**config.mk**
```make
export PLATFORM = sky130hd
export DESIGN_NAME = id_exe_pipe_reg_flat
export DESIGN_NICKNAME = d
export VERILOG_FILES = /design/src/rtl/id_exe_pipe_reg_if.sv /design/src/rtl/id_exe_pipe_reg.sv /design/src/flat_wrapper.sv
export SDC_FILE = /design/constraint.sdc
export NUM_CORES = 1
export LEC_CHECK = 0
export CORE_MARGIN = 2
export CORE_UTILIZATION = 40
export CTS_BUF_LIST = sky130_fd_sc_hd__clkbuf_4
export DETAILED_ROUTE_END_ITERATION = 10
export MAX_ROUTING_LAYER = met4
export PLACE_DENSITY_LB_ADDON = 0.05
export SLEW_MARGIN = 15
export SYNTH_ARGS = -nofsm -noshare
export SYNTH_HDL_FRONTEND = slang
export SYNTH_SLANG_ARGS = --single-unit
```
**constraint.sdc**
```tcl
create_clock -name clk -period 1.7 [get_ports clk]
set_input_delay 0.425 -clock clk [delete_from_list [all_inputs] [get_ports clk]]
set_output_delay 0.425 -clock clk [all_outputs]
set_load 0.03 [all_outputs]
```
**src/rtl/id_exe_pipe_reg_if.sv**
```systemverilog
// ID->EXE pipeline register bus: ID-side handshake and payload, EXE-side handshake and decoded outputs.
// The master side is the ID stage / pipeline controller; the slave side is the pipeline register.
interface id_exe_pipe_reg_if #(
    parameter int XLEN    = 32,
    parameter int RADDR_W = 5,
    parameter int WSEL_W  = 2
);
    logic                flush;
    logic                id_valid;
    logic                id_ready;
    logic [XLEN-1:0]     id_instr_in;
    logic [XLEN-1:0]     id_pc_in;
    logic [XLEN-1:0]     ext_result_in;
    logic [XLEN-1:0]     id_GPR_rs_in;
    logic [XLEN-1:0]     id_GPR_rt_in;
    logic                id_GPR_we_in;
    logic [RADDR_W-1:0]  id_GPR_waddr_in;
    logic [WSEL_W-1:0]   id_GPR_wdata_sel_in;
    logic                exe_ready;
    logic                exe_valid;
    logic [XLEN-1:0]     exe_alu_opr1_out;
    logic [XLEN-1:0]     exe_alu_opr2_out;
    logic [3:0]          exe_alu_control;
    logic                exe_illegal;
    logic                exe_GPR_we;
    logic [RADDR_W-1:0]  exe_GPR_waddr;
    logic [WSEL_W-1:0]   exe_GPR_wdata_sel;
    logic [XLEN-1:0]     exe_GPR_rt_out;
    logic [XLEN-1:0]     exe_pc_out;
    logic [XLEN-1:0]     exe_instr_out;

    modport master (
        output flush, id_valid, id_instr_in, id_pc_in, ext_result_in,
               id_GPR_rs_in, id_GPR_rt_in, id_GPR_we_in, id_GPR_waddr_in,
               id_GPR_wdata_sel_in, exe_ready,
        input  id_ready, exe_valid, exe_alu_opr1_out, exe_alu_opr2_out,
               exe_alu_control, exe_illegal, exe_GPR_we, exe_GPR_waddr,
               exe_GPR_wdata_sel, exe_GPR_rt_out, exe_pc_out, exe_instr_out
    );

    modport slave (
        input  flush, id_valid, id_instr_in, id_pc_in, ext_result_in,
               id_GPR_rs_in, id_GPR_rt_in, id_GPR_we_in, id_GPR_waddr_in,
               id_GPR_wdata_sel_in, exe_ready,
        output id_ready, exe_valid, exe_alu_opr1_out, exe_alu_opr2_out,
               exe_alu_control, exe_illegal, exe_GPR_we, exe_GPR_waddr,
               exe_GPR_wdata_sel, exe_GPR_rt_out, exe_pc_out, exe_instr_out
    );
endinterface

```
**src/rtl/id_exe_pipe_reg.sv**
```systemverilog
// ID->EXE pipeline register with ALU decode in ID, 2-entry skid buffer, valid/ready handshake and flush.
// Optional bubble counter enabled by defining ID_EXE_BUBBLE_CNT_EN (adds CNT_W parameter and bubble_cnt port).
//
//   state | meaning
//   EMPTY | main and skid entries invalid, outputs idle
//   ONE   | main entry valid and driving EXE, skid free
//   TWO   | main and skid valid, id_ready low until EXE consumes
module id_exe_pipe_reg #(
    parameter int XLEN    = 32,
    parameter int RADDR_W = 5,
    parameter int WSEL_W  = 2
`ifdef ID_EXE_BUBBLE_CNT_EN
    , parameter int CNT_W = 16
`endif
) (
    input  logic             clk,
    input  logic             reset,
    id_exe_pipe_reg_if.slave bus
`ifdef ID_EXE_BUBBLE_CNT_EN
    , output logic [CNT_W-1:0] bubble_cnt
`endif
);

    localparam logic [1:0] EMPTY = 2'b00;
    localparam logic [1:0] ONE   = 2'b01;
    localparam logic [1:0] TWO   = 2'b10;

    localparam logic [3:0] ALU_INVALID = 4'b0000;
    localparam logic [3:0] ALU_ADD     = 4'b0010;
    localparam logic [3:0] ALU_ADDU    = 4'b0011;
    localparam logic [3:0] ALU_SUB     = 4'b0100;
    localparam logic [3:0] ALU_SUBU    = 4'b0101;
    localparam logic [3:0] ALU_AND     = 4'b0110;
    localparam logic [3:0] ALU_OR      = 4'b0111;
    localparam logic [3:0] ALU_XOR     = 4'b1000;
    localparam logic [3:0] ALU_NOR     = 4'b1001;
    localparam logic [3:0] ALU_SLT     = 4'b1010;
    localparam logic [3:0] ALU_SLTU    = 4'b1011;
    localparam logic [3:0] ALU_SRL     = 4'b1100;
    localparam logic [3:0] ALU_SRA     = 4'b1101;
    localparam logic [3:0] ALU_SLL     = 4'b1110;
    localparam logic [3:0] ALU_LUI     = 4'b1111;

    typedef struct packed {
        logic [XLEN-1:0]    instr;
        logic [XLEN-1:0]    pc;
        logic [XLEN-1:0]    opr1;
        logic [XLEN-1:0]    opr2;
        logic [XLEN-1:0]    rt;
        logic [3:0]         ctrl;
        logic               illegal;
        logic               we;
        logic [RADDR_W-1:0] waddr;
        logic [WSEL_W-1:0]  wsel;
    } entry_t;

    logic [5:0] op;
    logic [5:0] funct;
    logic [3:0] dec_ctrl;
    logic       dec_illegal;
    logic       sel_ext1;
    logic       sel_ext2;
    entry_t     din;
    entry_t     m_q;
    entry_t     s_q;
    logic [1:0] state_q;
    logic [1:0] state_d;
    logic       load_m;
    logic       load_s;
    logic       move_s;
    logic       exe_valid;
    logic       id_ready;
    logic       accept;
    logic       consume;

    assign op    = bus.id_instr_in[31:26];
    assign funct = bus.id_instr_in[5:0];

    // Variable shifts reuse the immediate-shift ALU codes; only the operand-1 source differs.
    always_comb begin
        dec_ctrl    = ALU_INVALID;
        dec_illegal = 1'b0;
        case (op)
            6'b000000: begin
                case (funct)
                    6'b100000: dec_ctrl = ALU_ADD;
                    6'b100001: dec_ctrl = ALU_ADDU;
                    6'b100010: dec_ctrl = ALU_SUB;
                    6'b100011: dec_ctrl = ALU_SUBU;
                    6'b100100: dec_ctrl = ALU_AND;
                    6'b100101: dec_ctrl = ALU_OR;
                    6'b100110: dec_ctrl = ALU_XOR;
                    6'b100111: dec_ctrl = ALU_NOR;
                    6'b101010: dec_ctrl = ALU_SLT;
                    6'b101011: dec_ctrl = ALU_SLTU;
                    6'b000000: dec_ctrl = ALU_SLL;
                    6'b000010: dec_ctrl = ALU_SRL;
                    6'b000011: dec_ctrl = ALU_SRA;
                    6'b000100: dec_ctrl = ALU_SLL;
                    6'b000110: dec_ctrl = ALU_SRL;
                    6'b000111: dec_ctrl = ALU_SRA;
                    default:   dec_illegal = 1'b1;
                endcase
            end
            6'b001000: dec_ctrl = ALU_ADD;
            6'b001001: dec_ctrl = ALU_ADDU;
            6'b100011: dec_ctrl = ALU_ADDU;
            6'b101011: dec_ctrl = ALU_ADDU;
            6'b001100: dec_ctrl = ALU_AND;
            6'b001101: dec_ctrl = ALU_OR;
            6'b001110: dec_ctrl = ALU_XOR;
            6'b001010: dec_ctrl = ALU_SLT;
            6'b001011: dec_ctrl = ALU_SLTU;
            6'b001111: dec_ctrl = ALU_LUI;
            default:   dec_illegal = 1'b1;
        endcase
    end

    assign sel_ext1 = (bus.id_instr_in[29:26] == 4'b0000) && !bus.id_instr_in[5]
                      && !bus.id_instr_in[3] && !bus.id_instr_in[2];
    assign sel_ext2 = bus.id_instr_in[29] | bus.id_instr_in[31];

    always_comb begin
        din.instr   = bus.id_instr_in;
        din.pc      = bus.id_pc_in;
        din.opr1    = sel_ext1 ? bus.ext_result_in : bus.id_GPR_rs_in;
        din.opr2    = sel_ext2 ? bus.ext_result_in : bus.id_GPR_rt_in;
        din.rt      = bus.id_GPR_rt_in;
        din.ctrl    = dec_ctrl;
        din.illegal = dec_illegal;
        din.we      = bus.id_GPR_we_in;
        din.waddr   = bus.id_GPR_waddr_in;
        din.wsel    = bus.id_GPR_wdata_sel_in;
    end

    assign exe_valid = (state_q != EMPTY);
    assign id_ready  = (state_q != TWO);
    assign accept    = bus.id_valid & id_ready;
    assign consume   = exe_valid & bus.exe_ready;

    always_comb begin
        state_d = state_q;
        load_m  = 1'b0;
        load_s  = 1'b0;
        move_s  = 1'b0;
        case (state_q)
            EMPTY: begin
                if (accept) begin
                    state_d = ONE;
                    load_m  = 1'b1;
                end
            end
            ONE: begin
                if (accept && consume) begin
                    load_m = 1'b1;
                end else if (accept) begin
                    state_d = TWO;
                    load_s  = 1'b1;
                end else if (consume) begin
                    state_d = EMPTY;
                end
            end
            TWO: begin
                if (consume) begin
                    state_d = ONE;
                    move_s  = 1'b1;
                end
            end
            default: state_d = EMPTY;
        endcase
        // Redirect kills everything held plus whatever ID offers in the same cycle.
        if (bus.flush) begin
            state_d = EMPTY;
            load_m  = 1'b0;
            load_s  = 1'b0;
            move_s  = 1'b0;
        end
    end

    always_ff @(posedge clk or negedge reset) begin
        if (!reset) begin
            state_q <= EMPTY;
        end else begin
            state_q <= state_d;
        end
    end

    always_ff @(posedge clk or negedge reset) begin
        if (!reset) begin
            m_q <= '0;
        end else if (load_m) begin
            m_q <= din;
        end else if (move_s) begin
            m_q <= s_q;
        end
    end

    always_ff @(posedge clk or negedge reset) begin
        if (!reset) begin
            s_q <= '0;
        end else if (load_s) begin
            s_q <= din;
        end
    end

    assign bus.id_ready          = id_ready;
    assign bus.exe_valid         = exe_valid;
    assign bus.exe_alu_opr1_out  = m_q.opr1;
    assign bus.exe_alu_opr2_out  = m_q.opr2;
    assign bus.exe_alu_control   = m_q.ctrl;
    assign bus.exe_illegal       = m_q.illegal;
    assign bus.exe_GPR_we        = exe_valid & m_q.we & ~m_q.illegal;
    assign bus.exe_GPR_waddr     = m_q.waddr;
    assign bus.exe_GPR_wdata_sel = m_q.wsel;
    assign bus.exe_GPR_rt_out    = m_q.rt;
    assign bus.exe_pc_out        = m_q.pc;
    assign bus.exe_instr_out     = m_q.instr;

`ifdef ID_EXE_BUBBLE_CNT_EN
    always_ff @(posedge clk or negedge reset) begin
        if (!reset) begin
            bubble_cnt <= '0;
        end else if (bus.exe_ready && !exe_valid && (bubble_cnt != '1)) begin
            bubble_cnt <= bubble_cnt + CNT_W'(1);
        end
    end
`endif

endmodule

```
**src/flat_wrapper.sv**
```systemverilog
// flat-port wrapper written by rule: the top's interface ports become plain ports
module id_exe_pipe_reg_flat 
#(
    parameter int XLEN    = 32,
    parameter int RADDR_W = 5,
    parameter int WSEL_W  = 2

)
  (clk, reset, bus_flush, bus_id_valid, bus_id_instr_in, bus_id_pc_in, bus_ext_result_in, bus_id_GPR_rs_in, bus_id_GPR_rt_in, bus_id_GPR_we_in, bus_id_GPR_waddr_in, bus_id_GPR_wdata_sel_in, bus_exe_ready, bus_id_ready, bus_exe_valid, bus_exe_alu_opr1_out, bus_exe_alu_opr2_out, bus_exe_alu_control, bus_exe_illegal, bus_exe_GPR_we, bus_exe_GPR_waddr, bus_exe_GPR_wdata_sel, bus_exe_GPR_rt_out, bus_exe_pc_out, bus_exe_instr_out);
  id_exe_pipe_reg_if #(.XLEN(XLEN), .RADDR_W(RADDR_W), .WSEL_W(WSEL_W)) bus_i ();
  input  logic clk;
  input  logic reset;
  input wire logic [$bits(bus_i.flush)-1:0] bus_flush;
  input wire logic [$bits(bus_i.id_valid)-1:0] bus_id_valid;
  input wire logic [$bits(bus_i.id_instr_in)-1:0] bus_id_instr_in;
  input wire logic [$bits(bus_i.id_pc_in)-1:0] bus_id_pc_in;
  input wire logic [$bits(bus_i.ext_result_in)-1:0] bus_ext_result_in;
  input wire logic [$bits(bus_i.id_GPR_rs_in)-1:0] bus_id_GPR_rs_in;
  input wire logic [$bits(bus_i.id_GPR_rt_in)-1:0] bus_id_GPR_rt_in;
  input wire logic [$bits(bus_i.id_GPR_we_in)-1:0] bus_id_GPR_we_in;
  input wire logic [$bits(bus_i.id_GPR_waddr_in)-1:0] bus_id_GPR_waddr_in;
  input wire logic [$bits(bus_i.id_GPR_wdata_sel_in)-1:0] bus_id_GPR_wdata_sel_in;
  input wire logic [$bits(bus_i.exe_ready)-1:0] bus_exe_ready;
  output wire logic [$bits(bus_i.id_ready)-1:0] bus_id_ready;
  output wire logic [$bits(bus_i.exe_valid)-1:0] bus_exe_valid;
  output wire logic [$bits(bus_i.exe_alu_opr1_out)-1:0] bus_exe_alu_opr1_out;
  output wire logic [$bits(bus_i.exe_alu_opr2_out)-1:0] bus_exe_alu_opr2_out;
  output wire logic [$bits(bus_i.exe_alu_control)-1:0] bus_exe_alu_control;
  output wire logic [$bits(bus_i.exe_illegal)-1:0] bus_exe_illegal;
  output wire logic [$bits(bus_i.exe_GPR_we)-1:0] bus_exe_GPR_we;
  output wire logic [$bits(bus_i.exe_GPR_waddr)-1:0] bus_exe_GPR_waddr;
  output wire logic [$bits(bus_i.exe_GPR_wdata_sel)-1:0] bus_exe_GPR_wdata_sel;
  output wire logic [$bits(bus_i.exe_GPR_rt_out)-1:0] bus_exe_GPR_rt_out;
  output wire logic [$bits(bus_i.exe_pc_out)-1:0] bus_exe_pc_out;
  output wire logic [$bits(bus_i.exe_instr_out)-1:0] bus_exe_instr_out;
  assign bus_i.flush = bus_flush;
  assign bus_i.id_valid = bus_id_valid;
  assign bus_i.id_instr_in = bus_id_instr_in;
  assign bus_i.id_pc_in = bus_id_pc_in;
  assign bus_i.ext_result_in = bus_ext_result_in;
  assign bus_i.id_GPR_rs_in = bus_id_GPR_rs_in;
  assign bus_i.id_GPR_rt_in = bus_id_GPR_rt_in;
  assign bus_i.id_GPR_we_in = bus_id_GPR_we_in;
  assign bus_i.id_GPR_waddr_in = bus_id_GPR_waddr_in;
  assign bus_i.id_GPR_wdata_sel_in = bus_id_GPR_wdata_sel_in;
  assign bus_i.exe_ready = bus_exe_ready;
  assign bus_id_ready = bus_i.id_ready;
  assign bus_exe_valid = bus_i.exe_valid;
  assign bus_exe_alu_opr1_out = bus_i.exe_alu_opr1_out;
  assign bus_exe_alu_opr2_out = bus_i.exe_alu_opr2_out;
  assign bus_exe_alu_control = bus_i.exe_alu_control;
  assign bus_exe_illegal = bus_i.exe_illegal;
  assign bus_exe_GPR_we = bus_i.exe_GPR_we;
  assign bus_exe_GPR_waddr = bus_i.exe_GPR_waddr;
  assign bus_exe_GPR_wdata_sel = bus_i.exe_GPR_wdata_sel;
  assign bus_exe_GPR_rt_out = bus_i.exe_GPR_rt_out;
  assign bus_exe_pc_out = bus_i.exe_pc_out;
  assign bus_exe_instr_out = bus_i.exe_instr_out;
  id_exe_pipe_reg #(.XLEN(XLEN), .RADDR_W(RADDR_W), .WSEL_W(WSEL_W)) u_core (.clk(clk), .reset(reset), .bus(bus_i));
endmodule
```
## Word level (Yosys, flattened, before mapping)

Index checks and enable logic that the tools add are counted.

- Eq/ne operators: 32
- Mux-type cells: 25
- Bitwise gates (word level): 6
- Reduce and logical (&&, ||, !) cells: 20

Operators by type and width:

| cell | count |
|---|---|
| $mux W173 | 2 |
| $eq A6 B6 Y1 const B | 12 |
| $mux W32 | 2 |
| $pmux W4 S13 | 1 |
| $eq A6 B4 Y1 const B | 8 |
| $pmux W4 S9 | 1 |
| $eq A6 B3 Y1 const B | 3 |
| $reduce_or A16 Y1 | 1 |
| $eq A6 B2 Y1 const B | 2 |
| $logic_not A6 Y1 | 2 |
| $mux W2 | 6 |
| $mux W1 | 10 |
| $reduce_or A10 Y1 | 1 |
| $ne A3 B2 Y1 const B | 2 |
| $pmux W2 S3 | 1 |
| $reduce_or A2 Y1 | 3 |
| $and A1 B1 Y1 | 4 |
| $logic_and A1 B1 Y1 | 4 |
| $logic_not A4 Y1 | 1 |
| $ne A4 B2 Y1 const B | 1 |
| $pmux W1 S2 | 2 |
| $reduce_and A4 Y1 | 1 |
| $reduce_bool A2 Y1 | 2 |
| $logic_not A1 Y1 | 3 |
| other kinds (8) | 8 |

- Register bits after elaboration: 348
- Input port bits: 173
- Logic and storage cells: 104

## Depth between registers and ports, before layout

Gate-level depths: netlist of run 1.

- Depth after elaboration: 7
- Depth in mapped cells: 8
- Mapped depth without buffers: 5

## Worst setup path before layout of run 1

OpenSTA, ideal clock, no wires.

- Kind: register to register
- From: register u_core.state_q[0]
- To: register u_core.m_q, in the netlist u_core.bus.exe_alu_opr1_out[30]
- Library setup time: 143 ps
- Data arrival time: 1691 ps
- Data required time: 1557 ps
- Slack: -134 ps
- Cell stages (with the launch flop): 7
- Buffers on the path: 3
- Period minus slack after synthesis: 1834 ps
- Path through: dfrtp_1 -> nand2b_1 -> nor3b_1 -> buf_2 -> buf_2 -> clkbuf_1 -> o221ai_1

- Cells in the longest elaborated chain, start to end: 7

RTL lines:

| item | RTL line | RTL |
|---|---|---|
| start, declared | id_exe_pipe_reg.sv:66 | `logic [1:0] state_q;` |
| start signal, assigned | id_exe_pipe_reg.sv:184 | `state_q <= state_d;` |
| $ne A2 B2 Y1 (*) | id_exe_pipe_reg.sv:137 | `assign id_ready = (state_q != TWO);` |
| net bus_id_ready | flat_wrapper.sv:24 | `output wire logic [$bits(bus_i.id_ready)-1:0] bus_id_ready;` |
| $and A1 B1 Y1 (*) | id_exe_pipe_reg.sv:138 | `assign accept = bus.id_valid & id_ready;` |
| $logic_and A1 B1 Y1 | id_exe_pipe_reg.sv:154 | `if (accept && consume) begin` |
| $mux W1 | id_exe_pipe_reg.sv:154 |  |
| $pmux W1 S2 (*) | id_exe_pipe_reg.sv:146 | `case (state_q)` |
| $mux W1 (*) | id_exe_pipe_reg.sv:172 | `if (bus.flush) begin` |
| $mux W173 or $reduce_bool A2 Y1 (tied branches) | - |  |
| end signal, assigned | id_exe_pipe_reg.sv:192 | `m_q <= din;` |
| end signal, assigned | id_exe_pipe_reg.sv:194 | `m_q <= s_q;` |
| end, declared | id_exe_pipe_reg.sv:64 | `entry_t m_q;` |

The timed path passes the listed nets; every way through them passes the cells marked *.
A chain may end at the register's enable or synchronous reset.

## Worst setup path in the final report of run 1

- From: register u_core.state_q[1]
- To: output bus_exe_GPR_we

- Cells in the longest elaborated chain, start to end: 3

RTL lines:

| item | RTL line | RTL |
|---|---|---|
| $reduce_bool A2 Y1 | id_exe_pipe_reg.sv:136 | `assign exe_valid = (state_q != EMPTY);` |
| $and A1 B1 Y1 (2 in series) | id_exe_pipe_reg.sv:212 | `assign bus.exe_GPR_we = exe_valid & m_q.we & ~m_q.illegal;` |
| end, declared | flat_wrapper.sv:30 | `output wire logic [$bits(bus_i.exe_GPR_we)-1:0] bus_exe_GPR_we;` |

No other way between the ends.

==> results of run 1 <==
## area by class of cell
class	count	area [sq um]	area share [%]
Sequential cell	348	8708	38.60
Timing Repair Buffer	584	6370	28.23
Multi-Input combinational cell	848	5534	24.53
Clock buffer	150	1126	4.991
Tap cell	518	648.1	2.873
Clock inverter	28	136.4	0.6044
Inverter	6	22.52	0.09982
Antenna cell	7	17.52	0.07764
## state kept, by name, indices dropped and copies added, names as in the netlist, 4 cells and up
register                     flops
u_core.bus.exe_GPR_rt_out       32
u_core.bus.exe_GPR_waddr         5
u_core.bus.exe_alu_control       4
u_core.bus.exe_alu_opr1_out     32
u_core.bus.exe_alu_opr2_out     32
u_core.bus.exe_instr_out        32
u_core.bus.exe_pc_out           32
u_core.s_q                     173
## worst register-to-register path, cell delays in order, from the launching register on
cell and delay (ns):
dfrtp_1 0.35, buf_6 0.10, buf_4 0.13, nand2b_4 0.06
buf_4 0.13, nor3b_4 0.21, buf_6 0.14, nor2_4 0.04
buf_12 0.15, buf_4 0.15, clkbuf_16 0.17, a221o_1 0.30
## metrics by stage
| step | TNS [ns] | util, % | hold slack, ns |
|---|---|---|---|
| 2_1_floorplan | 0 | - | 0.1294 |
| 3_3_place_gp | -139.43 | 50.35 | 0.4363 |
| 3_5_place_dp | -146.94 | 50.35 | 0.4333 |
| 4_1_cts | -30.29 | 55.36 | 0.1538 |
| 5_1_grt | -72.70 | 57.98 | 0.1455 |
| 6_report | -36.64 | 57.98 | 0.2239 |
## synth_stat cells, drive strengths merged
| cell type | instances | area (sq um) |
|---|---|---|
| o221a | 1 | 11.26 |
| clkbuf | 37 | 138.9 |
| mux2 | 100 | 1126 |
| a31oi | 2 | 12.51 |
| o21ai | 76 | 380.4 |
| a21o | 2 | 15.01 |
| buf | 231 | 1610 |
| nor2b | 3 | 18.77 |
| nand2b | 5 | 31.28 |
| a21oi | 7 | 35.03 |
| nor4 | 1 | 6.260 |
| a41oi | 1 | 8.760 |
| a22o | 2 | 17.52 |
| nor3b | 1 | 7.510 |
| or3 | 2 | 17.52 |
| o221ai | 32 | 286.5 |
| or3b | 1 | 8.760 |
| nand4b | 2 | 32.53 |
| a211oi | 2 | 15.01 |
| o31ai | 3 | 22.52 |
| xnor2 | 1 | 8.760 |
| nand3b | 1 | 7.510 |
| nand2 | 349 | 1310 |
| nor2 | 40 | 152.6 |
| o22a | 1 | 8.760 |
| a2111oi | 1 | 8.760 |
| a221o | 33 | 330.3 |
| mux2i | 65 | 663.1 |
| nor3 | 5 | 35.03 |
| or2 | 1 | 6.260 |
| and3b | 1 | 8.760 |
| inv | 6 | 22.52 |
| a22oi | 107 | 803.3 |
| dfrtp | 348 | 8708 |
## per-layer routing
layer / up-vias / global-route usage (%)
met1: 6158 / 28.60
met2: 347 / 34.28
met3: 64 / 5.689
li1: 5845 / -
met5: - / -
met4: 0 / 7.377
## layout by cell type (no fill, tap or decap), drive strengths merged, types with 5 or more instances in the layout
cell           Yosys  final
a21oi              7      7
mux2i             65     65
o21ai             76     76
o221ai            32     32
mux2             100    100
dfrtp            348    348
inv                6      9
nand2b             5      5
buf              231    396
diode              0      7
a221o             33     33
nor3               5      5
nor2              40     40
clkbuf            37    165
nand2            349    349
a22oi            107    107
clkdlybuf4s50      0    171
clkinv             0     23
## what timing repair did
action                                  CTS  global route
resized for setup                      1175            41
buffers inserted                         50            49
gates cloned                              1            21
hold buffers                              1             0
pin swaps                                 4             3
endpoints found under the hold margin   270             0
setup endpoints to repair               184           431
## power by group
group          total [mW]  internal (mW)  switching, mW  leakage (nW)
Sequential           11.3           10.1           1.18          4.33
Clock                7.72           4.15           3.57         0.756
Combinational        6.91           3.49           3.42          5.87
## path summary, 6_finish.rpt
check | end | slack [ns] | start | cells after the start
worst max register to register | u_core.bus.exe_alu_opr2_out[20] | -0.34 | u_core.state_q[1] | 11
worst min register to register | u_core.s_q[59] | 0.48 | u_core.s_q[59] | 2
worst max-delay path | bus_exe_GPR_we | -0.51 | u_core.state_q[1] | 4
min in group clk | u_core.s_q[148] | 0.24 | bus_id_instr_in[7] | 2
max in group asynchronous | u_core.bus.exe_pc_out[4] | 0.82 | reset | 3
worst min-delay path | u_core.s_q[141] | 0.22 | reset | 2
## logic make-up after synthesis
logic type	Yosys count
mux	165
flops	348
compound gates	270
xor+xnor	1
simple gates	412
buf+inv	274
==> reports/qor.yml, run 1 <==
final_layout:
  finalNetCount: 2059
  layout.cells.non_filler: 2489
  drive_gt1_share_pct: 32.94
  fin_area_sq_mm: 0.02256
  fill_cells: 3443
  area_growth_pct: 42.12
floorplan:
  start_util_pct: 40.80
  die_x_um: 203.2
  die_y_um: 203.2
  die_area_sq_mm: 0.04130
  coreArea_sq_mm: 0.03892
  io_pins: 348
  rows: 72
drt:
  highest_layer: "met4"
  drt_pass1_iterations: 5
  drt_iter0_markers: 575
  wl_per_cell_um: 19.08
  route.vias.total: 12410
  wl_met1_um: 21280
  drt-total-wl_um: 47490
  wl_met2_um: 22570
  avgViaCountPerCell: 4.988
  wl_met3_um: 2748
  drc_errors: 0
  antenna_left: 0
global_route:
  grt_overflow: 0
  grt_pass1_wl_um: 69620
  grt_max_degree: 52
  antenna_found_initial: 5
  grt_pass1_vias: 12540
  groute.usage.overall_pct: 22.20
clock_network:
  cts.clk_slew.worst_paths_ns: 0.06
  tritoncts: "built"
  insertion_delay_ns: 0.81
  htreeDepth: 3
  cts_buffer_depth: 3
  clock-sinks: 348
  cts_buffers: 98
  root_buffer: "clkbuf_4"
synth:
  yosys_register_bits: 348
  yosys.area_share.simple_pct: 10.35
  synth_xor_area_share_pct: 0.05517
  syn_nets: 1643
  synth_top_family_by_area: "compound AO/OA/AOI/OAI gates"
  synth_cell_types: 45
  synth_compound_area_share_pct: 12.32
  syn_area_sq_mm: 0.01588
  postSynthCellCount: 1470
  synth.area.mux_share_pct: 11.27
  syn_area_per_cell_sq_um: 10.80
  synth-adder-area-share_pct: 0
  yosysSeqAreaShare_pct: 54.85
  yosysWarnings: 0
placement:
  place_inst: 2184
  portBuffers: 347
  place_area_sq_mm: 0.01959
  dp_slack_ns: -0.5760
  dp_hpwl_um: 29880
  gp_congestion: 0.8004
worst_setup_path:
  path_buf_inv: 2
  cp_common_cell: "buf_6"
  endpoint_kind: "output pin"
  required_ns: 1.27
  path_delay_family: "simple AND/OR/NAND/NOR gates"
  setup.worst_path.class: "register to output pin"
  crit_arrival_ns: 1.79
  max_stage_delay_ns: 0.38
  cp-start-kind: "register"
  cp_slowest_cell: "dfrtp_1"
  path_cells: "buf_6 -> or2_4 -> and3b_1 -> buf_6"
  critical_path.max_fanout: 2
pwr:
  irDropWorstVdd_v: 0.0005521
  total_power_mw: 25.94
  pwr_density_cell_mw_per_mm2: 1150
  leakage_nw: 10.96
timing:
  hold_viol: 0
  slew_headroom_pct: 61.52
  slew_viol_final: 0
  worstMarginPinSlew_ns: 0.5772
  fin_crit_ns: 2.213
  clock_skew_ns: 0.05737
  timing.final.crit_share_pct: 130.2
  rsz0062_at_grt: "true"
  fmax_mhz: 451.9
  fin_ws_ns: -0.5128
  setup_viol: 347
min_path:
  hold_class: "input port to async pin"
run:
  max_cap_violations: 0
outcome:
  outcome: "complete, but fails checks"
  violations: "setup timing"
No activity file was read; power rests on OpenSTA's default activity.
==> run 2: changes to the inputs <==
--- a/config.mk
+++ b/config.mk
@@ -7,7 +7,7 @@
 export LEC_CHECK = 0
 export CORE_MARGIN = 2
 export CORE_UTILIZATION = 40
-export CTS_BUF_LIST = sky130_fd_sc_hd__clkbuf_4
+export CTS_BUF_LIST = sky130_fd_sc_hd__clkbuf_8
 export DETAILED_ROUTE_END_ITERATION = 10
 export MAX_ROUTING_LAYER = met4
 export PLACE_DENSITY_LB_ADDON = 0.05
==> reports/qor.yml, run 2 (same netlist as run 1, synthesis figures left out) <==
floorplan:
  die_area_sq_mm: 0.04130
  coreArea_sq_mm: 0.03892
  start_util_pct: 40.80
  rows: 72
  io_pins: 348
  die_x_um: 203.2
  die_y_um: 203.2
timing:
  fin_ws_ns: -0.3911
  clock_skew_ns: 0.03014
  worstMarginPinSlew_ns: 0.5777
  fmax_mhz: 478.2
  timing.final.crit_share_pct: 123.0
  fin_crit_ns: 2.091
  hold_viol: 0
  slew_headroom_pct: 61.48
  slew_viol_final: 0
  setup_viol: 173
  holdWs_ns: 0.3358
  rsz0062_at_grt: "true"
global_route:
  grt_overflow: 0
  grt_pass1_wl_um: 69080
  groute.usage.overall_pct: 21.96
  antenna_found_initial: 2
  grt_max_degree: 52
  grt_pass1_vias: 12040
final_layout:
  regMostFlops: "u_core.s_q"
  area_growth_pct: 36.13
  finalNetCount: 1963
  layout.cells.non_filler: 2350
  drive_gt1_share_pct: 27.98
  fill_cells: 3498
  final_common_cell: "dfrtp_1"
  largest_reg_flops: 173
  final_cell_mix: "348 x dfrtp_1, 347 x nand2_1, 171 x clkdlybuf4s50_1"
  fin_util_pct: 55.53
  fin_area_sq_mm: 0.02161
worst_setup_path:
  worstReg2RegEnd: "u_core.bus.exe_GPR_rt_out[5]"
  crit_arrival_ns: 1.67
  cp-startpoint: "u_core.state_q[1]"
  setup.worst_path.class: "register to output pin"
  crit_path_end: "bus_exe_GPR_we"
  reg2reg_slack_ns: -0.27
  cp-start-kind: "register"
  rr_worst_depth: 12
  critical_path.max_fanout: 2
  endpoint_kind: "output pin"
  required_ns: 1.27
  r2r_start: "u_core.state_q[1]"
drt:
  drt_pass1_iterations: 5
  route.vias.total: 11960
  drt_iter0_markers: 670
  antenna_left: 0
  avgViaCountPerCell: 5.088
  drt-total-wl_um: 47290
  drc_errors: 0
  wl_per_cell_um: 20.13
run:
  max_cap_violations: 0
clock_network:
  root_buffer: "clkbuf_8"
  clock-sinks: 348
  insertion_delay_ns: 0.66
  tritoncts: "built"
  cts_buffers: 61
  htreeDepth: 2
  cts.clk_slew.worst_paths_ns: 0.06
  cts_buffer_depth: 3
placement:
  place_area_sq_mm: 0.01959
  portBuffers: 347
  dp_hpwl_um: 29880
  gp_congestion: 0.8004
  dp_slack_ns: -0.5760
  place_inst: 2184
outcome:
  outcome: "complete, but fails checks"
  violations: "setup timing"
min_path:
  hold_class: "input port to async pin"
pwr:
  irDropWorstVdd_v: 0.0005861
  pwr_density_cell_mw_per_mm2: 1153
  leakage_nw: 10.49
## run 2: cell types whose count changed in the layout (fill, tap and decap cells not counted), sizes merged
cell,delta
clkbuf,-72
buf,-62
clkinv,-21
inv,+21
diode,-5
## run 2: timing repair
| action | 4_1_cts | 5_1_grt |
|---|---|---|
| endpoints found under the hold margin | 30 | 0 |
| pin swaps | 4 | 13 |
| setup buffers | 20 | 17 |
| hold buffers | 1 | 0 |
| endpoints found under the setup margin | 175 | 281 |
| gates cloned | 1 | 25 |
| gates resized for setup | 1019 | 53 |
## run 2: area by class of cell
type,instances,area [sq um],share of cell area (%)
clock inverter,28,147.6,0.6831
inverter,6,22.52,0.1042
multi-input combinational,848,5540,25.64
clock buffer,75,1032,4.776
antenna,2,5.005,0.02316
tap,518,648.1,2.999
timing repair buffer,525,5508,25.48
sequential,348,8708,40.29
## run 2: per-layer routing
layer | part of all wire (%) | vias up | track usage [%] | wire (um)
li1 | - | 5584 | - | -
met1 | 45 | 5951 | 29.42 | 21260
met2 | 48 | 360 | 34.03 | 22540
met3 | 5.6 | 62 | 4.155 | 2655
met4 | 1.8 | 0 | 6.569 | 835
met5 | 0 | - | - | 0
## run 2: worst max-delay path: stages (launching register included)
cell and delay (ns):
dfrtp_1 0.38, buf_6 0.12, or2_4 0.22, and3b_1 0.17, buf_6 0.14
## run 2: worst min path at each step
| stage | startpoint | to | cells past startpoint | slack (ns) |
|---|---|---|---|---|
| after floorplan | reset | u_core.bus.exe_GPR_rt_out[0] | 0 | 0.13 |
| after global placement | reset | u_core.bus.exe_pc_out[5] | 1 | 0.44 |
| after detailed placement | reset | u_core.s_q[23] | 1 | 0.43 |
| after CTS | reset | u_core.s_q[114] | 2 | 0.29 |
| after global routing | reset | u_core.s_q[114] | 2 | 0.32 |
| final | reset | u_core.s_q[114] | 2 | 0.34 |
## run 2: stage by stage
stage | TNS, ns | total power, mW
after floorplan | 0 | 15.33
after global placement | -139.43 | 17.30
after detailed placement | -146.94 | 17.46
after CTS | -8.126 | 25.10
after global routing | -42.53 | 26.27
final | -29.91 | 24.93
## run 2: report_power, final
part	switching, mW	total [mW]	internal (mW)	leakage [nW]
clock network	3.46	7.54	4.08	0.688
registers	1.10	11.2	10.1	4.33
logic	3.34	6.15	2.82	5.47
